File: src/rtl/limn2600_bus_pkg.sv
`default_nettype none
// ============================================================================
// Module      : limn2600_bus_pkg
// Description : Shared types for the Limn2600 SRAM bus master: FSM state and
//               grant encodings, default data width.
// Revision    : 1.0  initial release
// ============================================================================
package limn2600_bus_pkg;

    localparam int DEFAULT_DATA_WIDTH = 32;

    typedef enum logic [1:0] {
        IDLE    = 2'd0,
        ACCESS  = 2'd1,
        RELEASE = 2'd2
    } bus_state_e;

    // Values double as bit indices into the arbiter's {d, if} request vector
    typedef enum logic {
        GNT_IF = 1'b0,
        GNT_D  = 1'b1
    } bus_gnt_e;

endpackage
`default_nettype wire

File: src/rtl/limn2600_rr_arbiter.sv
`default_nettype none
// ============================================================================
// Module      : limn2600_rr_arbiter
// Description : 2-way round-robin arbiter; on a tie the port not served last
//               wins. Data port (bit 1) is favoured out of reset.
// Revision    : 1.0  initial release
// ============================================================================
module limn2600_rr_arbiter (
    input  logic       clk,
    input  logic       rst,
    input  logic [1:0] req,
    input  logic       advance,
    output logic [1:0] gnt
);

    logic prio_d_q;

    always_comb begin
        gnt = req;
        if (req == 2'b11) begin
            gnt = prio_d_q ? 2'b10 : 2'b01;
        end
    end

    // After serving fetch, data wins the next tie, and vice versa
    always_ff @(posedge clk) begin
        if (rst) begin
            prio_d_q <= 1'b1;
        end else if (advance && (gnt != 2'b00)) begin
            prio_d_q <= gnt[0];
        end
    end

endmodule
`default_nettype wire

File: src/rtl/limn2600_bus_master.sv
`default_nettype none
// ============================================================================
// Module      : limn2600_bus_master
// Description : Drives the Limn2600 SRAM port for fetch and load/store clients
//               with round-robin sharing and lagged-ready handshaking.
//               Optional access timeout: LIMN2600_BUS_TIMEOUT_EN.
// Revision    : 1.0  initial release
// ============================================================================
module limn2600_bus_master
    import limn2600_bus_pkg::*;
#(
    parameter int DATA_WIDTH     = DEFAULT_DATA_WIDTH,
    parameter int TIMEOUT_CYCLES = 255
) (
    input  logic                  clk,
    input  logic                  rst,
    input  logic                  if_req,
    input  logic [31:0]           if_addr,
    output logic                  if_ack,
    output logic [DATA_WIDTH-1:0] if_data,
    input  logic                  d_req,
    input  logic                  d_we,
    input  logic [31:0]           d_addr,
    input  logic [DATA_WIDTH-1:0] d_wdata,
    output logic                  d_ack,
    output logic [DATA_WIDTH-1:0] d_rdata,
    output logic                  err,
    output logic                  mem_cs,
    output logic                  mem_we,
    output logic [31:0]           mem_addr,
    output logic [DATA_WIDTH-1:0] mem_wdata,
    input  logic [DATA_WIDTH-1:0] mem_rdata,
    input  logic                  mem_rdy
);

    if (TIMEOUT_CYCLES < 1) begin : g_bad_timeout
        $error("TIMEOUT_CYCLES must be at least 1");
    end

    bus_state_e            state_q;
    bus_gnt_e              gnt_q;
    logic [1:0]            arb_req;
    logic [1:0]            arb_gnt;
    logic                  arb_adv;
    logic                  tmo_hit;
    logic                  done;
    logic [DATA_WIDTH-1:0] cap_data;

    assign arb_req  = {d_req, if_req};
    assign arb_adv  = (state_q == IDLE) && (arb_req != 2'b00);
    assign done     = (state_q == ACCESS) && (mem_rdy || tmo_hit);
    assign cap_data = tmo_hit ? '0 : mem_rdata;

    limn2600_rr_arbiter u_arb (
        .clk     (clk),
        .rst     (rst),
        .req     (arb_req),
        .advance (arb_adv),
        .gnt     (arb_gnt)
    );

`ifdef LIMN2600_BUS_TIMEOUT_EN
    localparam int TMO_W = ($clog2(TIMEOUT_CYCLES + 1) > 8) ? $clog2(TIMEOUT_CYCLES + 1) : 8;

    logic [TMO_W-1:0] tmo_q;
    logic             err_q;

    // Abort fires on the last of TIMEOUT_CYCLES ready-less ACCESS cycles
    assign tmo_hit = (state_q == ACCESS) && !mem_rdy && (tmo_q == TMO_W'(TIMEOUT_CYCLES - 1));
    assign err     = err_q;

    always_ff @(posedge clk) begin
        if (rst) begin
            tmo_q <= '0;
            err_q <= 1'b0;
        end else begin
            err_q <= tmo_hit;
            if (state_q != ACCESS) begin
                tmo_q <= '0;
            end else if (!mem_rdy) begin
                tmo_q <= tmo_q + 1'b1;
            end
        end
    end
`else
    assign tmo_hit = 1'b0;
    assign err     = 1'b0;
`endif

    always_ff @(posedge clk) begin
        if (rst) begin
            state_q   <= IDLE;
            gnt_q     <= GNT_D;
            mem_cs    <= 1'b0;
            mem_we    <= 1'b0;
            mem_addr  <= '0;
            mem_wdata <= '0;
            if_ack    <= 1'b0;
            d_ack     <= 1'b0;
            if_data   <= '0;
            d_rdata   <= '0;
        end else begin
            if_ack <= 1'b0;
            d_ack  <= 1'b0;
            case (state_q)
                IDLE: begin
                    if (arb_gnt != 2'b00) begin
                        gnt_q     <= arb_gnt[1] ? GNT_D : GNT_IF;
                        mem_addr  <= arb_gnt[1] ? d_addr : if_addr;
                        mem_we    <= arb_gnt[1] & d_we;
                        mem_wdata <= d_wdata;
                        mem_cs    <= 1'b1;
                        state_q   <= ACCESS;
                    end
                end
                ACCESS: begin
                    if (done) begin
                        mem_cs  <= 1'b0;
                        mem_we  <= 1'b0;
                        state_q <= RELEASE;
                        if (gnt_q == GNT_IF) begin
                            if_ack  <= 1'b1;
                            if_data <= cap_data;
                        end else begin
                            d_ack <= 1'b1;
                            if (!mem_we) begin
                                d_rdata <= cap_data;
                            end
                        end
                    end
                end
                // mem_rdy lags chip select by a cycle; wait it out before re-arming
                RELEASE: begin
                    if (!mem_rdy) begin
                        state_q <= IDLE;
                    end
                end
                default: state_q <= IDLE;
            endcase
        end
    end

endmodule
`default_nettype wire

File: config.mk
export PLATFORM = sky130hd
export DESIGN_NAME = limn2600_bus_master
export DESIGN_NICKNAME = d
export VERILOG_FILES = /design/src/rtl/limn2600_bus_pkg.sv /design/src/rtl/limn2600_rr_arbiter.sv /design/src/rtl/limn2600_bus_master.sv
export SDC_FILE = /design/constraint.sdc
export NUM_CORES = 1
export LEC_CHECK = 0
export CORE_MARGIN = 4
export CORE_UTILIZATION = 41
export DETAILED_ROUTE_END_ITERATION = 10
export GPL_TIMING_DRIVEN = 0
export PLACE_DENSITY = 0.8
export SLEW_MARGIN = 20
export SYNTH_ARGS = -nofsm -noshare
export SYNTH_HDL_FRONTEND = slang
export SYNTH_SLANG_ARGS = --single-unit
File: constraint.sdc
create_clock -name clk -period 2 [get_ports clk]
set_clock_uncertainty 0.2 [all_clocks]
set_input_delay 0.2 -clock clk [delete_from_list [all_inputs] [get_ports clk]]
set_output_delay 0.2 -clock clk [all_outputs]
set_load 0.03 [all_outputs]
==> impl_metrics.py, run 1 <==
metrics = {
    "synthesis": {
        "synth_ff_type": "dfxtp_1",
        "yosysUniqueCellTypes": 34,
        "synth_area_leaders": "dfxtp_1, a21oi_1, nand2b_1, mux2i_1, nand3_1",
        "synth_top_area_share_pct": 48.5,
        "syn_inst": 651,
        "syn_avg_cell_area_um2": 8.63,
        "yosysTopAreaCell": "dfxtp_1",
        "synth-async-reset-ratio_pct": 0,
        "synth_common_cells": "dfxtp_1, a21oi_1, nand2_1",
        "ys_seq_elements": 136,
        "synth-edff-count": 0,
        "yosysSeqAreaShare_pct": 48.5,
        "yosysWarnings": 0,
        "synthMostInstantiatedCell": "dfxtp_1",
        "synth_fp_nets": 785,
        "synth_area_um2": 5620,
    },
    "global_route": {
        "grt_pass1_vias": 5723,
        "grt_max_degree": 17,
        "grt_use_total_pct": 23.8,
        "grt_overflow": 0,
        "grt_pass1_wl_mm": 30.0,
        "antenna_found_initial": 0,
    },
    "drt": {
        "drt_iter0_markers": 302,
        "vias_per_cell": 5.16,
        "drt_pass1_iterations": 5,
        "drc": 0,
        "antenna_left": 0,
        "vias": 5796,
        "wl_mm": 19.3,
        "routedWlPerCell_um": 17.2,
    },
    "timing": {
        "timing.final.crit_period_ps": 1910,
        "clock.fmax_mhz": 524,
        "slew-limit-headroom_pct": 62.8,
        "hold_viol_final": 0,
        "worst_pin_slew_ps": 558,
        "slew_viol_final": 0,
        "setup_viol": 0,
        "rsz0062_at_grt": "false",
        "fin_crit_sh_pct": 95.3,
        "whs_ps": 83.8,
    },
    "placement": {
        "hpwlAfterDp_mm": 14.4,
        "numPortBuffers": 263,
        "dp_cells": 1090,
        "place_congestion": 0.833,
    },
    "finish": {
        "final_util_pct": 67.9,
        "drive_gt1_share_pct": 6.96,
        "syn_to_final_growth_pct": 61.4,
        "diodes": 0,
        "final_cells": 1124,
        "n_fill_cell": 1161,
        "num-nets-final": 1069,
    },
    "floorplanning": {
        "fp.dieW_um": 125,
        "row_count": 42,
        "start_util_pct": 42.1,
        "die_height_um": 125,
        "dieArea_um2": 15600,
        "ios": 267,
        "core-area_um2": 13300,
    },
    "power": {
        "p_sw_w": 0.00219,
        "p_int_w": 0.00561,
        "p_sw_share_pct": 28.1,
        "pwr-share-comb_pct": 22.3,
        "power.leakage_nw": 3.27,
        "peakVddDrop_uv": 575,
        "power.density_nw_per_um2": 861,
        "p_clk_share_pct": 39.2,
        "power_frac_seq_pct": 38.5,
    },
    "critical_path": {
        "r2r_slack_ps": 140,
        "worst_setup_path_start_kind": "register",
        "critPathRequiredTime_ps": 1600,
        "arrival_ps": 1510,
        "cp_cell_sequence": "clkdlybuf4s50_1",
        "timing.critical_path.buf_inv": 1,
        "cp_top_family": "buffers and inverters",
        "worstSetupEndpointType": "output pin",
        "cp_slowest_cell": "clkdlybuf4s50_1",
        "crit_type": "reg -> out",
        "cp_max_fo": 4,
        "critPathMaxStageDelay_ps": 720,
    },
    "cts": {
        "cts_tree": "yes",
        "numClockSinks": 136,
        "root_buffer": "clkbuf_16",
        "numCtsBuffers": 17,
        "clk_pin_slew_ps": 50,
        "cts-htree-levels": 4,
        "clock_path_buffers": 2,
        "insertion_delay_ps": 410,
    },
    "hold_path": {
        "hp-class": "in -> reg",
    },
    "flow_run": {
        "cap_violations": 0,
    },
    "status": {
        "status": "completed",
    },
}
-- power groups by stage --
stage / Sequential, W / Combinational [W] / Clock, W
finish: 0.00301 / 0.00174 / 0.00306
global route: 0.00303 / 0.00185 / 0.00322
CTS: 0.00301 / 0.00175 / 0.00310
detailed placement: 0.00306 / 0.00173 / 0
global placement: 0.00306 / 0.00172 / 0
floorplan: 0.00341 / 0.000557 / 0
-- stage by stage --
stage	worst slack (ps)	instance area, um^2	power (W)	setup TNS (ps)
finish	93.2	9070	0.00781	0
detailed placement	-90.8	8470	0.00480	-744
global placement	-49.0	8470	0.00478	-308
global route	16.4	9070	0.00810	0
floorplan	509	5620	0.00397	0
CTS	52.1	9070	0.00786	0
-- sequential cells by signal, indices dropped and copies added, names as in the netlist --
signal          flops
u_arb.prio_d_q      1
mem_wdata          32
d_ack               1
if_data            32
state_q             2
if_ack              1
mem_addr           32
d_rdata            32
gnt_q               1
mem_we              1
mem_cs              1
-- what timing repair did --
| item | 4_1_cts | 5_1_grt |
|---|---|---|
| hold buffers | 2 | 0 |
| setup buffers | 0 | 0 |
| gates resized for setup | 0 | 0 |
| hold endpoints to repair | 11 | 0 |
| setup endpoints to repair | 0 | 0 |
-- routing by layer --
layer | share of wire, % | up-vias | global-route usage, %
met5 | 0 | - | 0
met4 | 2.0 | 0 | 8.10
met3 | 8.3 | 31 | 7.97
met2 | 49 | 242 | 41.0
met1 | 41 | 2660 | 27.7
li1 | - | 2863 | -
-- layout make-up --
class | count | area [um^2] | area share [%]
Sequential cell | 136 | 2720 | 30.0
Inverter | 1 | 3.75 | 0.0414
Clock buffer | 23 | 478 | 5.27
Buffer | 69 | 324 | 3.57
Clock inverter | 9 | 97.6 | 1.08
Timing Repair Buffer | 265 | 2650 | 29.3
Tap cell | 176 | 220 | 2.43
Multi-Input combinational cell | 445 | 2570 | 28.3
-- layout by cell type (no fill, tap or decap), drive strengths merged, types with 2 or more instances in the layout --
cell type	n
nand2	66
or3b	2
bufinv	2
buf	30
mux2i	32
clkbuf	62
nand2b	65
or2	2
a311oi	32
nor3b	3
a21oi	100
dfxtp	136
o21ai	64
nor2	4
clkinv	6
clkdlybuf4s50	263
dlygate4sd3	2
nand3	64
-- final timing paths --
kind	startpoint	to	depth (start not counted)
worst max-delay path	mem_we$_SDFFE_PP0P_	mem_we	1
worst min register to register	if_data[28]$_SDFFE_PP0P_	if_data[28]$_SDFFE_PP0P_	2
worst max register to register	state_q[0]$_SDFFE_PP0P_	mem_addr[29]$_SDFFE_PP0P_	4
worst min-delay path	rst	d_rdata[11]$_SDFFE_PP0P_	3
-- cell families (layout without fill, tap and decap cells) --
group | count (synthesis) | after routing | share of synthesized area [%]
other | 1 | 1 | 0.0668
multiplexers | 32 | 32 | 5.70
buffers and inverters | 70 | 367 | 5.84
AO/OA/AOI/OAI | 199 | 199 | 20.0
AND/OR/NAND/NOR | 212 | 212 | 19.8
flip-flops | 136 | 136 | 48.5
XOR/XNOR | 1 | 1 | 0.156
Note: power is estimated with default switching activity, not from simulation.
==> inputs of run 2 (changes only) <==
- HOLD_SLACK_MARGIN: default -> 0.06
==> results of run 2 <==
The final DEF is identical to that of run 1; final timing and power are the same.
